<file path="config.mk">
export PLATFORM = sky130hd
export DESIGN_NAME = id_ex_pipe_reg_flat
export DESIGN_NICKNAME = d
export VERILOG_FILES = /design/src/rtl/id_ex_pipe_reg_if.sv /design/src/rtl/id_ex_pipe_reg.sv /design/src/flat_wrapper.sv
export SDC_FILE = /design/constraint.sdc
export NUM_CORES = 1
export LEC_CHECK = 0
export CORE_ASPECT_RATIO = 0.75
export CORE_MARGIN = 1.5
export CORE_UTILIZATION = 37
export DETAILED_ROUTE_END_ITERATION = 7
export PLACE_DENSITY = 0.74
export SETUP_SLACK_MARGIN = 0.2
export SYNTH_ARGS = -nofsm -noshare
export SYNTH_HDL_FRONTEND = slang
export SYNTH_SLANG_ARGS = --single-unit
</file>
<file path="constraint.sdc">
create_clock -name clk -period 2 [get_ports clk]
set_input_delay 0.3 -clock clk [delete_from_list [all_inputs] [get_ports clk]]
set_output_delay 0.3 -clock clk [all_outputs]
set_load 0.02 [all_outputs]
</file>
<file path="src/rtl/id_ex_pipe_reg_if.sv">
// Decode->Execute bundle: D-side instruction fields, flush/stall controls and the registered
// E-side copies plus the bubble counter.
interface id_ex_pipe_reg_if #(
   parameter int unsigned DW    = 32,
   parameter int unsigned AW    = 5,
   parameter int unsigned CNT_W = 16
);
   logic          FlushE;
   logic          StallE;
   logic          ValidD;
   logic          RegWriteD;
   logic          MemToRegD;
   logic          MemWriteD;
   logic          ALUSrcD;
   logic          RegDstD;
   logic [3:0]    ALUControlD;
   logic [DW-1:0] RD1D;
   logic [DW-1:0] RD2D;
   logic [AW-1:0] RsD;
   logic [AW-1:0] RtD;
   logic [AW-1:0] RdD;
   logic [DW-1:0] SignImmD;
   logic [DW-1:0] PCPlus4D;

   logic             ValidE;
   logic             RegWriteE;
   logic             MemToRegE;
   logic             MemWriteE;
   logic             ALUSrcE;
   logic             RegDstE;
   logic [3:0]       ALUControlE;
   logic [DW-1:0]    RD1E;
   logic [DW-1:0]    RD2E;
   logic [AW-1:0]    RsE;
   logic [AW-1:0]    RtE;
   logic [AW-1:0]    RdE;
   logic [DW-1:0]    SignImmE;
   logic [DW-1:0]    PCPlus4E;
   logic [CNT_W-1:0] BubbleCntE;

   modport master (
      output FlushE, StallE, ValidD, RegWriteD, MemToRegD, MemWriteD, ALUSrcD, RegDstD,
             ALUControlD, RD1D, RD2D, RsD, RtD, RdD, SignImmD, PCPlus4D,
      input  ValidE, RegWriteE, MemToRegE, MemWriteE, ALUSrcE, RegDstE, ALUControlE,
             RD1E, RD2E, RsE, RtE, RdE, SignImmE, PCPlus4E, BubbleCntE
   );

   modport slave (
      input  FlushE, StallE, ValidD, RegWriteD, MemToRegD, MemWriteD, ALUSrcD, RegDstD,
             ALUControlD, RD1D, RD2D, RsD, RtD, RdD, SignImmD, PCPlus4D,
      output ValidE, RegWriteE, MemToRegE, MemWriteE, ALUSrcE, RegDstE, ALUControlE,
             RD1E, RD2E, RsE, RtE, RdE, SignImmE, PCPlus4E, BubbleCntE
   );
endinterface

</file>
<file path="src/rtl/id_ex_pipe_reg.sv">
// Decode->Execute pipeline register with flush (bubble insert), stall (hold) and a saturating
// count of bubbles entering Execute.
module id_ex_pipe_reg #(
   parameter int unsigned DW    = 32,
   parameter int unsigned AW    = 5,
   parameter int unsigned CNT_W = 16
) (
   input  logic              clk,
   input  logic              rst_n,
   id_ex_pipe_reg_if.slave   bus
);
   typedef struct packed {
      logic          valid;
      logic          reg_write;
      logic          mem_to_reg;
      logic          mem_write;
      logic          alu_src;
      logic          reg_dst;
      logic [3:0]    alu_control;
      logic [DW-1:0] rd1;
      logic [DW-1:0] rd2;
      logic [AW-1:0] rs;
      logic [AW-1:0] rt;
      logic [AW-1:0] rd;
      logic [DW-1:0] sign_imm;
      logic [DW-1:0] pc_plus4;
   } e_t;

   e_t               e_d, e_q;
   logic [CNT_W-1:0] bubble_cnt_d, bubble_cnt_q;
   logic             bubble_in;

   always_comb begin
      e_d          = e_q;
      bubble_cnt_d = bubble_cnt_q;
      bubble_in    = bus.FlushE | (~bus.StallE & ~bus.ValidD);

      if (bus.FlushE) begin
         e_d = '0;
      end else if (!bus.StallE) begin
         e_d.valid    = bus.ValidD;
         e_d.rd1      = bus.RD1D;
         e_d.rd2      = bus.RD2D;
         e_d.rs       = bus.RsD;
         e_d.rt       = bus.RtD;
         e_d.rd       = bus.RdD;
         e_d.sign_imm = bus.SignImmD;
         e_d.pc_plus4 = bus.PCPlus4D;
         // Control is gated by ValidD so a bubble can never write regfile or memory.
         e_d.reg_write   = bus.ValidD & bus.RegWriteD;
         e_d.mem_to_reg  = bus.ValidD & bus.MemToRegD;
         e_d.mem_write   = bus.ValidD & bus.MemWriteD;
         e_d.alu_src     = bus.ValidD & bus.ALUSrcD;
         e_d.reg_dst     = bus.ValidD & bus.RegDstD;
         e_d.alu_control = bus.ValidD ? bus.ALUControlD : 4'b0000;
      end

      if (bubble_in && (bubble_cnt_q != {CNT_W{1'b1}})) begin
         bubble_cnt_d = bubble_cnt_q + 1'b1;
      end
   end

   always_ff @(posedge clk or negedge rst_n) begin
      if (!rst_n) begin
         e_q          <= '0;
         bubble_cnt_q <= '0;
      end else begin
         e_q          <= e_d;
         bubble_cnt_q <= bubble_cnt_d;
      end
   end

   assign bus.ValidE      = e_q.valid;
   assign bus.RegWriteE   = e_q.reg_write;
   assign bus.MemToRegE   = e_q.mem_to_reg;
   assign bus.MemWriteE   = e_q.mem_write;
   assign bus.ALUSrcE     = e_q.alu_src;
   assign bus.RegDstE     = e_q.reg_dst;
   assign bus.ALUControlE = e_q.alu_control;
   assign bus.RD1E        = e_q.rd1;
   assign bus.RD2E        = e_q.rd2;
   assign bus.RsE         = e_q.rs;
   assign bus.RtE         = e_q.rt;
   assign bus.RdE         = e_q.rd;
   assign bus.SignImmE    = e_q.sign_imm;
   assign bus.PCPlus4E    = e_q.pc_plus4;
   assign bus.BubbleCntE  = bubble_cnt_q;
endmodule
</file>
<file path="src/flat_wrapper.sv">
// flat-port wrapper written by rule: the top's interface ports become plain ports
module id_ex_pipe_reg_flat 
#(
   parameter int unsigned DW    = 32,
   parameter int unsigned AW    = 5,
   parameter int unsigned CNT_W = 16
)
  (clk, rst_n, bus_FlushE, bus_StallE, bus_ValidD, bus_RegWriteD, bus_MemToRegD, bus_MemWriteD, bus_ALUSrcD, bus_RegDstD, bus_ALUControlD, bus_RD1D, bus_RD2D, bus_RsD, bus_RtD, bus_RdD, bus_SignImmD, bus_PCPlus4D, bus_ValidE, bus_RegWriteE, bus_MemToRegE, bus_MemWriteE, bus_ALUSrcE, bus_RegDstE, bus_ALUControlE, bus_RD1E, bus_RD2E, bus_RsE, bus_RtE, bus_RdE, bus_SignImmE, bus_PCPlus4E, bus_BubbleCntE);
  id_ex_pipe_reg_if #(.DW(DW), .AW(AW), .CNT_W(CNT_W)) bus_i ();
  input  logic clk;
  input  logic rst_n;
  input wire logic [$bits(bus_i.FlushE)-1:0] bus_FlushE;
  input wire logic [$bits(bus_i.StallE)-1:0] bus_StallE;
  input wire logic [$bits(bus_i.ValidD)-1:0] bus_ValidD;
  input wire logic [$bits(bus_i.RegWriteD)-1:0] bus_RegWriteD;
  input wire logic [$bits(bus_i.MemToRegD)-1:0] bus_MemToRegD;
  input wire logic [$bits(bus_i.MemWriteD)-1:0] bus_MemWriteD;
  input wire logic [$bits(bus_i.ALUSrcD)-1:0] bus_ALUSrcD;
  input wire logic [$bits(bus_i.RegDstD)-1:0] bus_RegDstD;
  input wire logic [$bits(bus_i.ALUControlD)-1:0] bus_ALUControlD;
  input wire logic [$bits(bus_i.RD1D)-1:0] bus_RD1D;
  input wire logic [$bits(bus_i.RD2D)-1:0] bus_RD2D;
  input wire logic [$bits(bus_i.RsD)-1:0] bus_RsD;
  input wire logic [$bits(bus_i.RtD)-1:0] bus_RtD;
  input wire logic [$bits(bus_i.RdD)-1:0] bus_RdD;
  input wire logic [$bits(bus_i.SignImmD)-1:0] bus_SignImmD;
  input wire logic [$bits(bus_i.PCPlus4D)-1:0] bus_PCPlus4D;
  output wire logic [$bits(bus_i.ValidE)-1:0] bus_ValidE;
  output wire logic [$bits(bus_i.RegWriteE)-1:0] bus_RegWriteE;
  output wire logic [$bits(bus_i.MemToRegE)-1:0] bus_MemToRegE;
  output wire logic [$bits(bus_i.MemWriteE)-1:0] bus_MemWriteE;
  output wire logic [$bits(bus_i.ALUSrcE)-1:0] bus_ALUSrcE;
  output wire logic [$bits(bus_i.RegDstE)-1:0] bus_RegDstE;
  output wire logic [$bits(bus_i.ALUControlE)-1:0] bus_ALUControlE;
  output wire logic [$bits(bus_i.RD1E)-1:0] bus_RD1E;
  output wire logic [$bits(bus_i.RD2E)-1:0] bus_RD2E;
  output wire logic [$bits(bus_i.RsE)-1:0] bus_RsE;
  output wire logic [$bits(bus_i.RtE)-1:0] bus_RtE;
  output wire logic [$bits(bus_i.RdE)-1:0] bus_RdE;
  output wire logic [$bits(bus_i.SignImmE)-1:0] bus_SignImmE;
  output wire logic [$bits(bus_i.PCPlus4E)-1:0] bus_PCPlus4E;
  output wire logic [$bits(bus_i.BubbleCntE)-1:0] bus_BubbleCntE;
  assign bus_i.FlushE = bus_FlushE;
  assign bus_i.StallE = bus_StallE;
  assign bus_i.ValidD = bus_ValidD;
  assign bus_i.RegWriteD = bus_RegWriteD;
  assign bus_i.MemToRegD = bus_MemToRegD;
  assign bus_i.MemWriteD = bus_MemWriteD;
  assign bus_i.ALUSrcD = bus_ALUSrcD;
  assign bus_i.RegDstD = bus_RegDstD;
  assign bus_i.ALUControlD = bus_ALUControlD;
  assign bus_i.RD1D = bus_RD1D;
  assign bus_i.RD2D = bus_RD2D;
  assign bus_i.RsD = bus_RsD;
  assign bus_i.RtD = bus_RtD;
  assign bus_i.RdD = bus_RdD;
  assign bus_i.SignImmD = bus_SignImmD;
  assign bus_i.PCPlus4D = bus_PCPlus4D;
  assign bus_ValidE = bus_i.ValidE;
  assign bus_RegWriteE = bus_i.RegWriteE;
  assign bus_MemToRegE = bus_i.MemToRegE;
  assign bus_MemWriteE = bus_i.MemWriteE;
  assign bus_ALUSrcE = bus_i.ALUSrcE;
  assign bus_RegDstE = bus_i.RegDstE;
  assign bus_ALUControlE = bus_i.ALUControlE;
  assign bus_RD1E = bus_i.RD1E;
  assign bus_RD2E = bus_i.RD2E;
  assign bus_RsE = bus_i.RsE;
  assign bus_RtE = bus_i.RtE;
  assign bus_RdE = bus_i.RdE;
  assign bus_SignImmE = bus_i.SignImmE;
  assign bus_PCPlus4E = bus_i.PCPlus4E;
  assign bus_BubbleCntE = bus_i.BubbleCntE;
  id_ex_pipe_reg #(.DW(DW), .AW(AW), .CNT_W(CNT_W)) u_core (.clk(clk), .rst_n(rst_n), .bus(bus_i));
endmodule
</file>
==> metrics.cfg, run 1 <==
[synth]
syn_nets=744
synthesis.area_mm2=0.00693
synth-seq-cells=169
yosysSeqAreaShare_pct=61.0
ys_types=35
synth-async-reset-ratio_pct=100
ys.flop_type=dfrtp_1
synthCells=586
synth_enable_flop_cells=0
avgSynthCellArea_um2=11.8
ys_warn_count=0

[floorplanning]
rows=43
fp.coreArea_mm2=0.0184
die_h_um=122
die_w_um=161
die_area_mm2=0.0196
initial_core_util_pct=37.7
pin_count=326

[layout]
finish.instance_area_mm2=0.0113
fillCellCount=1540
antennaDiodeCount=0
area_growth_syn_to_layout_pct=62.5
final_util_pct=61.2
fin_nets=1074
drive_above_1_share_pct=7.97

[clock_tree]
cts_root_buf=clkbuf_16
clk_pin_slew_ns=0.07
cts.sinks=169
cts_tree=built
cts_max_path_buffers=2
numCtsBuffers=17
htreeDepth=4
clock_latency_ns=0.42

[route]
routed_wl_um=19400
route.detailed.drc=0
wl_per_cell_um=16.5
drtIter0Drc=333
vias=5488
detail-route-antenna-nets=0
via_per_inst=4.67
drt_pass1_iterations=4

[sta]
worst_slack_ns=0.228
max_freq_mhz=564
final.min_clock_period_ns=1.77
worst_pin_slew_ns=0.608
slew_viol_final=0
fin_crit_sh_pct=88.6
setup_tns_ns=0
hold_viol=0
relSlewSlack_pct=59.4
fin_skew_ns=0.00983
rsz0062_at_grt=yes
setup_violations=0

[place]
place_congestion=0.842
portBuffers=325
placedInstanceArea_mm2=0.0106
dp_slack_ns=0.0302
dp_hpwl_um=13800

[worst_setup_path]
r2r_start=u_core.bus.BubbleCntE[8]$_DFFE_PN0P_
reg2reg_depth=4
r2r_setup_slack_ns=0.23
cp-endpoint=u_core.bus.BubbleCntE[1]$_DFFE_PN0P_
worst-setup-path-type=reg -> reg
cp-end-kind=register
critPathArrivalTime_ns=2.08
reg2reg_to=u_core.bus.BubbleCntE[1]$_DFFE_PN0P_
path_max_fanout=6
cp-start-kind=register
required_ns=2.30
cp-startpoint=u_core.bus.BubbleCntE[8]$_DFFE_PN0P_

[global_routing]
antenna_found_initial=0
grt_usage_pct=20.1
grt_pass1_vias=5545
grt_first_pass_wirelength_um=30400
grt_max_degree=61
gr-total-overflow=0

[min_path]
hold_class=in -> reg

[power_and_ir_drop]
ir_worst_vdd_uv=461
clkPwrFrac_pct=38.0
p_per_area_mw_per_mm2=842
switching_share_pct=27.3
power.leakage_uw=0.00527
power_switching_uw=2590
p_int_uw=6890
power.sequential.fraction_pct=41.3
comb_power_share_pct=20.8

[outcome]
outcome=finished, final reports clean

[run]
cap_violations=0

[power by group through the flow]
stage / sequential, uW / combinational [uW] / clock, uW
after floorplan: 4290 / 562 / 0
after global placement: 3980 / 1960 / 0
after detailed placement: 3990 / 1980 / 0
after CTS: 3910 / 1990 / 3690
after global routing: 3950 / 2110 / 3830
final: 3910 / 1970 / 3600
[Yosys cell counts (4+ instances only)]
cell / number / area, um^2
a21oi_1: 15 / 75.1
buf_2: 15 / 75.1
clkbuf_1: 20 / 75.1
dfrtp_1: 169 / 4230
mux2i_1: 144 / 1440
nand2_1: 11 / 41.3
nand3_1: 5 / 25.0
nand4_1: 4 / 25.0
nor2_1: 164 / 616
xnor2_1: 5 / 43.8
xor2_1: 5 / 43.8
[stage by stage]
step,instances,hold WS [ns],total power (uW)
2_1_floorplan,586,0.00441,4850
3_3_place_gp,1141,0.307,5940
3_5_place_dp,1141,0.314,5970
4_1_cts,1176,0.226,9600
5_1_grt,1176,0.241,9890
6_report,1176,0.247,9480
[worst max-delay path: stages (launching register included)]
cell and delay (ns):
dfrtp_2 0.42, nand4_2 0.17, or4_4 0.58, and2_4 0.19
mux2_4 0.29
[final cells by class]
cell class | instances | area [um^2] | area share, %
multi-input combinational | 380 | 2560 | 22.7
timing repair buffer | 347 | 3500 | 31.1
clock inverter | 12 | 186 | 1.66
tap | 247 | 309 | 2.74
clock buffer | 20 | 457 | 4.06
inverter | 1 | 3.75 | 0.0333
sequential | 169 | 4240 | 37.6
[flip-flops by register name, summed over array words and instances (netlist names), 4 cells and up]
signal,flops
u_core.bus.RD2E,32
u_core.bus.RD1E,32
u_core.bus.SignImmE,32
u_core.bus.BubbleCntE,16
u_core.bus.RsE,5
u_core.bus.RdE,5
u_core.bus.PCPlus4E,32
u_core.bus.RtE,5
u_core.bus.ALUControlE,4
[worst min path at each step]
| stage | from | endpoint | slack, ns | depth (start not counted) |
|---|---|---|---|---|
| global route | bus_FlushE | u_core.bus.RegDstE$_DFFE_PN0P_ | 0.24 | 2 |
| floorplan | rst_n | u_core.bus.ALUControlE[0]$_DFFE_PN0P_ | 0.004 | 0 |
| detailed placement | rst_n | u_core.bus.PCPlus4E[30]$_DFFE_PN0P_ | 0.31 | 1 |
| CTS | bus_FlushE | u_core.bus.ALUSrcE$_DFFE_PN0P_ | 0.23 | 2 |
| global placement | rst_n | u_core.bus.PCPlus4E[30]$_DFFE_PN0P_ | 0.31 | 1 |
| finish | bus_FlushE | u_core.bus.RegDstE$_DFFE_PN0P_ | 0.25 | 2 |
[metal layers]
layer	up-vias	wire [um]	global-route usage (%)
met2	214	8930	31.9
met1	2629	8370	25.6
li1	2625	-	-
met4	0	274	6.02
met3	20	1840	7.48
met5	-	0	0
[cells by family after synthesis]
| logic type | count (synthesis) | share of synthesized area, % |
|---|---|---|
| xor+xnor | 10 | 1.26 |
| mux | 145 | 21.0 |
| fa+ha+maj | 1 | 0.181 |
| flops | 169 | 61.0 |
| buf+inv | 37 | 2.27 |
| compound gates | 23 | 2.06 |
| simple gates | 201 | 12.2 |
[cell usage in the layout (no fill, tap or decap), types with 4 or more instances in the layout]
cell / Yosys / layout
a21oi_1: 15 / 15
clkbuf_16: 0 / 17
buf_12: 0 / 7
xnor2_1: 5 / 5
xor2_1: 5 / 5
nand3_1: 5 / 4
bufinv_16: 0 / 4
buf_4: 0 / 15
dfrtp_1: 169 / 161
mux2i_1: 144 / 144
dlygate4sd2_1: 0 / 11
clkdlybuf4s50_1: 0 / 308
dfrtp_2: 0 / 8
nor2_1: 164 / 164
nand2_1: 11 / 11
nand4_1: 4 / 4
[timing repair]
action | in CTS | in global routing
endpoints found under the setup margin | 12 | 4
setup buffers | 2 | 0
pin swaps | 1 | 0
hold buffers | 1 | 0
resized for setup | 11 | 4
endpoints found under the hold margin | 48 | 0
(Power assumes the default switching activity.)
==> inputs of run 2 (changes only) <==
--- a/config.mk
+++ b/config.mk
@@ -5,12 +5,13 @@
 export SDC_FILE = /design/constraint.sdc
 export NUM_CORES = 1
 export LEC_CHECK = 0
-export CORE_ASPECT_RATIO = 0.75
 export CORE_MARGIN = 1.5
 export CORE_UTILIZATION = 37
 export DETAILED_ROUTE_END_ITERATION = 7
 export PLACE_DENSITY = 0.74
+export RECOVER_POWER = 100
 export SETUP_SLACK_MARGIN = 0.2
 export SYNTH_ARGS = -nofsm -noshare
 export SYNTH_HDL_FRONTEND = slang
 export SYNTH_SLANG_ARGS = --single-unit
+export TNS_END_PERCENT = 50
==> run 2 against run 1 <==
The run now ends with design-rule violations, max-capacitance violations, max-slew violations left; routed wire length unchanged; fmax down 4.7%; core utilization decreased by 0.62 points; register-to-register slack worse by 0.09 ns; non-clock buffer count down 5; cell count is 2.0% lower; die area about the same; clock power shrank 9.7%; first-iteration DRC count down 39%; largest cell class unchanged; largest power group unchanged; highest routed layer unchanged.
==> metrics.cfg, run 2 (synthesis results as in run 1) <==
[global_routing]
gr-total-overflow=0  ; unchanged
grt_first_pass_wirelength_um=31200  ; was 30400 um
grt_pass1_vias=5763  ; was 5545
antenna_found_initial=0  ; unchanged
met1_usage_pct=24.2  ; was 25.6%
grt_max_degree=84  ; was 61
grt_util_met3_pct=8.84  ; was 7.48%
grt_usage_pct=20.3  ; was 20.1%
grt_busiest_layer=met2  ; unchanged
grtUsageMet2_pct=33.0  ; was 31.9%

[clock_tree]
cts_root_buf=clkbuf_16  ; unchanged
cts.sinks=169  ; unchanged
cts_tree=built  ; unchanged
htreeDepth=4  ; unchanged
clk_pin_slew_ns=0.06  ; was 0.07 ns
clock_latency_ns=0.42  ; about the same
cts_max_path_buffers=2  ; unchanged
numCtsBuffers=17  ; unchanged

[floorplanning]
die_w_um=140  ; was 161 um
pin_count=326  ; unchanged
rows=49  ; was 43
initial_core_util_pct=38.2  ; was 37.7%
die_h_um=140  ; was 122 um
die_area_mm2=0.0196  ; about the same
fp.coreArea_mm2=0.0181  ; was 0.0184 mm^2

[route]
vias=5493  ; was 5488
routed_wl_um=19400  ; unchanged
drt_pass1_iterations=6  ; was 4
detail-route-antenna-nets=0  ; unchanged
via_per_inst=4.77  ; was 4.67
drtIter0Drc=203  ; was 333
wl_per_cell_um=16.9  ; was 16.5 um
route.detailed.drc=22  ; was 0

[layout]
antennaDiodeCount=0  ; unchanged
drive_above_1_share_pct=6.18  ; was 7.97%
fillCellCount=1534  ; was 1540
area_growth_syn_to_layout_pct=58.6  ; was 62.5%
layout_commonest_cell=nor2_1  ; was clkdlybuf4s50_1
fin_nets=1069  ; was 1074
layout_common_cells=nor2_1 (164), dfrtp_1 (163), dlygate4sd3_1 (158)  ; was clkdlybuf4s50_1 (308), nor2_1 (164), dfrtp_1 (161)
final_util_pct=60.6  ; was 61.2%

[worst_setup_path]
worst-setup-path-type=reg -> reg  ; unchanged
cp-end-kind=register  ; unchanged
required_ns=2.31  ; was 2.30 ns
path_cells=ha_4, nand3_2, or4_4, and2_4, mux2_4  ; was nand4_2, or4_4, and2_4, mux2_4
path_max_fanout=5  ; was 6
cp-start-kind=register  ; unchanged
slowest_delay_ns=0.53  ; was 0.58 ns
crit_path_top_delay_cell=or4_4  ; unchanged
critPathArrivalTime_ns=2.16  ; was 2.08 ns

[power_and_ir_drop]
ir_worst_vdd_uv=597  ; was 461 uV
p_per_area_mw_per_mm2=819  ; was 842 mW/mm^2
report.power.total_uw=9010  ; was 9480 uW
power.leakage_uw=0.00549  ; was 0.00527 uW

[sta]
fin_skew_ns=0.00813  ; was 0.00983 ns
hold_viol=0  ; unchanged
rsz0062_at_grt=yes  ; unchanged
relSlewSlack_pct=-12.3  ; was 59.4%
final.min_clock_period_ns=1.86  ; was 1.77 ns
slew_viol_final=84  ; was 0
max_freq_mhz=538  ; was 564 MHz
worst_pin_slew_ns=1.68  ; was 0.608 ns
setup_violations=0  ; unchanged
setup_tns_ns=0  ; unchanged
fin_crit_sh_pct=92.9  ; was 88.6%

[place]
portBuffers=325  ; unchanged
dp_hpwl_um=13900  ; was 13800 um
place_congestion=0.768  ; was 0.842

[outcome]
outcome=finished with violations  ; was finished, final reports clean
failed_checks=design-rule violations, max-capacitance violations, max-slew violations

[run]
cap_violations=1  ; was 0

[min_path]
hold_class=in -> reg  ; unchanged

==> run 2: stage by stage <==
step | std cells | cell area, um^2 | hold slack (ns) | worst slack [ns]
6_report | 1152 | 11000 | 0.354 | 0.142
3_5_place_dp | 1119 | 10500 | 0.309 | 0.170
3_3_place_gp | 1119 | 10500 | 0.308 | 0.170
2_1_floorplan | 586 | 6960 | 0.00441 | 0.200
4_1_cts | 1151 | 11100 | 0.340 | 0.173
5_1_grt | 1152 | 11000 | 0.352 | 0.0886
==> run 2: final cells by class <==
type	instances	area, um^2	share of cell area [%]
sequential	169	4240	38.5
timing repair buffer	342	3330	30.3
multi-input combinational	380	2560	23.3
clock buffer	21	450	4.10
tap	229	287	2.61
clock inverter	10	123	1.12
inverter	1	3.75	0.0341
==> run 2: worst paths after layout <==
kind | slack [ns] | from | to | cells after the start
setup / recovery | 0.14 | u_core.bus.BubbleCntE[0]$_DFFE_PN0P_ | u_core.bus.BubbleCntE[1]$_DFFE_PN0P_ | 5
hold / removal | 0.35 | bus_StallE | u_core.bus.RD1E[8]$_DFFE_PN0P_ | 3
setup reg to reg | 0.14 | u_core.bus.BubbleCntE[0]$_DFFE_PN0P_ | u_core.bus.BubbleCntE[1]$_DFFE_PN0P_ | 5
hold reg to reg | 0.51 | u_core.bus.ALUControlE[1]$_DFFE_PN0P_ | u_core.bus.ALUControlE[1]$_DFFE_PN0P_ | 2
max in group asynchronous | 0.36 | rst_n | u_core.bus.BubbleCntE[1]$_DFFE_PN0P_ | 3
min in group asynchronous | 0.43 | rst_n | u_core.bus.BubbleCntE[15]$_DFFE_PN0P_ | 2
==> run 2: report_power, final <==
group	internal, uW	leakage (uW)	switching [uW]
combinational	889	0.00299	933
clock	1870	0.000270	1380
sequential	3690	0.00222	244
==> run 2: what timing repair did <==
| item | CTS | global route |
|---|---|---|
| hold endpoints to repair | 50 | 0 |
| hold buffers | 1 | 0 |
| setup buffers | 0 | 1 |
| setup endpoints to repair | 13 | 14 |
| resized for setup | 6 | 7 |
==> run 2: per-layer routing <==
layer / wire [um] / vias up
met2: 9240 / 224
met3: 2010 / 29
met1: 7760 / 2618
met5: 0 / -
met4: 403 / 0
li1: - / 2622
==> run 2: worst max-delay path: cells and delay by family (launching register included) <==
family,cells,cell delay [ns]
muxes,1,0.29
and+or+nand+nor,3,0.82
adders and majority gates,1,0.18
DFF,1,0.45
==> inputs of run 3 (changes only) <==
--- a/config.mk
+++ b/config.mk
@@ -5,8 +5,8 @@
 export SDC_FILE = /design/constraint.sdc
 export NUM_CORES = 1
 export LEC_CHECK = 0
-export CORE_MARGIN = 1.5
 export CORE_UTILIZATION = 37
+export CTS_CLUSTER_DIAMETER = 120
 export DETAILED_ROUTE_END_ITERATION = 7
 export PLACE_DENSITY = 0.74
 export RECOVER_POWER = 100
==> run 3 against run 2 <==
The run ends with design-rule violations left; clock-buffer cell count did not move; sequential power barely moved; clock skew fell by 0.0045 ns; global-route usage fell by 0.35 points; routed wire length fell by 3.3%; fmax rose by 1.0%; combinational power barely moved; via count fell by 0.51%; cell area rose by 0.14%; non-clock buffer count did not move; core utilization rose by 0.083 points; critical endpoint unchanged; largest cell class unchanged.
==> metrics.cfg, run 3 (synthesis results as in run 1) <==
[sta]
relSlewSlack_pct=23.2  ; was -12.3%
setup_violations=0  ; unchanged
final.min_clock_period_ns=1.84  ; was 1.86 ns
setup_tns_ns=0  ; unchanged
holdWs_ns=0.406  ; was 0.354 ns
worst_pin_slew_ns=1.15  ; was 1.68 ns
rsz0062_at_grt=yes  ; unchanged
fin_skew_ns=0.00362  ; was 0.00813 ns
max_freq_mhz=544  ; was 538 MHz
fin_crit_sh_pct=91.9  ; was 92.9%
slew_viol_final=0  ; was 84
hold_viol=0  ; unchanged

[layout]
fin_nets=1069  ; unchanged
area_growth_syn_to_layout_pct=58.8  ; was 58.6%
layout_commonest_cell=nor2_1  ; unchanged
drive_above_1_share_pct=6.39  ; was 6.18%
fillCellCount=1506  ; was 1534
layout_common_cells=nor2_1 (164), dfrtp_1 (162), dlygate4sd3_1 (160)  ; was nor2_1 (164), dfrtp_1 (163), dlygate4sd3_1 (158)
final_util_pct=60.7  ; was 60.6%
antennaDiodeCount=0  ; unchanged
stdcell_count=1152  ; unchanged

[worst_setup_path]
slowest_delay_ns=0.50  ; was 0.53 ns
cp-start-kind=register  ; unchanged
worst-setup-path-type=reg -> reg  ; unchanged
crit_path_top_delay_cell=or4_1  ; was or4_4
path_cells=ha_4, nand3_2, or4_1, and2_4, mux2_4  ; was ha_4, nand3_2, or4_4, and2_4, mux2_4
required_ns=2.30  ; was 2.31 ns
cp-end-kind=register  ; unchanged
path_max_fanout=5  ; unchanged
critPathArrivalTime_ns=2.14  ; was 2.16 ns

[clock_tree]
clock_latency_ns=0.42  ; about the same
cts_max_path_buffers=2  ; unchanged
cts_tree=built  ; unchanged
htreeDepth=4  ; unchanged
clk_pin_slew_ns=0.06  ; about the same
numCtsBuffers=17  ; unchanged
cts_root_buf=clkbuf_16  ; unchanged
cts.sinks=169  ; unchanged

[route]
wl_per_cell_um=16.3  ; was 16.9 um
detail-route-antenna-nets=0  ; unchanged
via_per_inst=4.74  ; was 4.77
route.detailed.drc=22  ; unchanged
vias=5465  ; was 5493
drt_pass1_iterations=8  ; was 6
routed_wl_um=18800  ; was 19400 um
drtIter0Drc=295  ; was 203

[place]
dp_hpwl_um=13000  ; was 13900 um
place_congestion=0.786  ; was 0.768
portBuffers=325  ; unchanged
dp_cells=1117  ; was 1119

[outcome]
failed_checks=design-rule violations  ; was design-rule violations, max-capacitance violations, max-slew violations
outcome=finished with violations  ; unchanged

[power_and_ir_drop]
ir_worst_vdd_uv=548  ; was 597 uV
power.leakage_uw=0.00550  ; was 0.00549 uW
p_per_area_mw_per_mm2=825  ; was 819 mW/mm^2

[global_routing]
gr-total-overflow=0  ; unchanged
grt_max_degree=93  ; was 84
grt_pass1_vias=5607  ; was 5763
antenna_found_initial=0  ; unchanged
grt_first_pass_wirelength_um=30100  ; was 31200 um
grt_usage_pct=20.0  ; was 20.3%

[floorplanning]
rows=49  ; unchanged
die_w_um=139  ; was 140 um
initial_core_util_pct=38.2  ; unchanged
fp.coreArea_mm2=0.0181  ; unchanged
pin_count=326  ; unchanged
die_h_um=139  ; was 140 um
die_area_mm2=0.0193  ; was 0.0196 mm^2

[min_path]
hold_class=in -> async  ; was in -> reg

[run]
cap_violations=0  ; was 1

run 3: layout make-up:
cell class	count	area, um^2	share of cell area (%)
clock buffers	21	450	4.09
clock inverters	10	145	1.32
inverters	1	3.75	0.0341
multi-input cells	380	2550	23.2
flip-flops and latches	169	4240	38.5
well taps	229	287	2.60
repair buffers	342	3330	30.3
run 3: report_power, final:
part	switching [uW]	internal, uW
Combinational	933	880
Sequential	229	3690
Clock	1350	2000
Total	2510	6570
run 3: through the flow:
| stage | total power [uW] | setup WS [ns] | cell area (um^2) |
|---|---|---|---|
| 3_3_place_gp | 5940 | 0.197 | 10500 |
| 2_1_floorplan | 4850 | 0.200 | 6960 |
| 4_1_cts | 9350 | 0.164 | 11100 |
| 3_5_place_dp | 5970 | 0.175 | 10500 |
| 5_1_grt | 9500 | 0.0909 | 11000 |
| 6_report | 9080 | 0.161 | 11000 |
run 3: path summary, 6_finish.rpt:
path	slack (ns)	cells past startpoint	startpoint	endpoint
hold reg to reg	0.51	2	u_core.bus.RD2E[14]$_DFFE_PN0P_	u_core.bus.RD2E[14]$_DFFE_PN0P_
hold / removal	0.41	2	rst_n	u_core.bus.RD1E[16]$_DFFE_PN0P_
min in group clk	0.41	3	bus_FlushE	u_core.bus.RD1E[11]$_DFFE_PN0P_
setup reg to reg	0.16	5	u_core.bus.BubbleCntE[0]$_DFFE_PN0P_	u_core.bus.BubbleCntE[1]$_DFFE_PN0P_
max in group asynchronous	0.36	3	rst_n	u_core.bus.RD2E[29]$_DFFE_PN0P_
setup / recovery	0.16	5	u_core.bus.BubbleCntE[0]$_DFFE_PN0P_	u_core.bus.BubbleCntE[1]$_DFFE_PN0P_
run 3: worst max-delay path: cells and delay by family (launching register included):
kind	cells	cell delay, ns
muxes	1	0.28
DFF	1	0.45
adders and majority gates	1	0.18
and+or+nand+nor	3	0.81
run 3: repair_timing:
action                                  4_1_cts  5_1_grt
endpoints found under the setup margin       11       12
buffers inserted                              0        3
pin swaps                                     0        1
hold endpoints to repair                     48        0
hold buffers                                  1        0
resized for setup                             5        6
run 3: layer usage:
layer / part of all wire (%) / up-vias / track usage (%) / routed length [um]
met4: 1.8 / 0 / 7.72 / 346
met1: 40 / 2593 / 24.0 / 7560
met2: 48 / 226 / 32.6 / 8930
met3: 10 / 28 / 7.42 / 1930
li1: - / 2618 / - / -
met5: 0 / - / 0 / 0
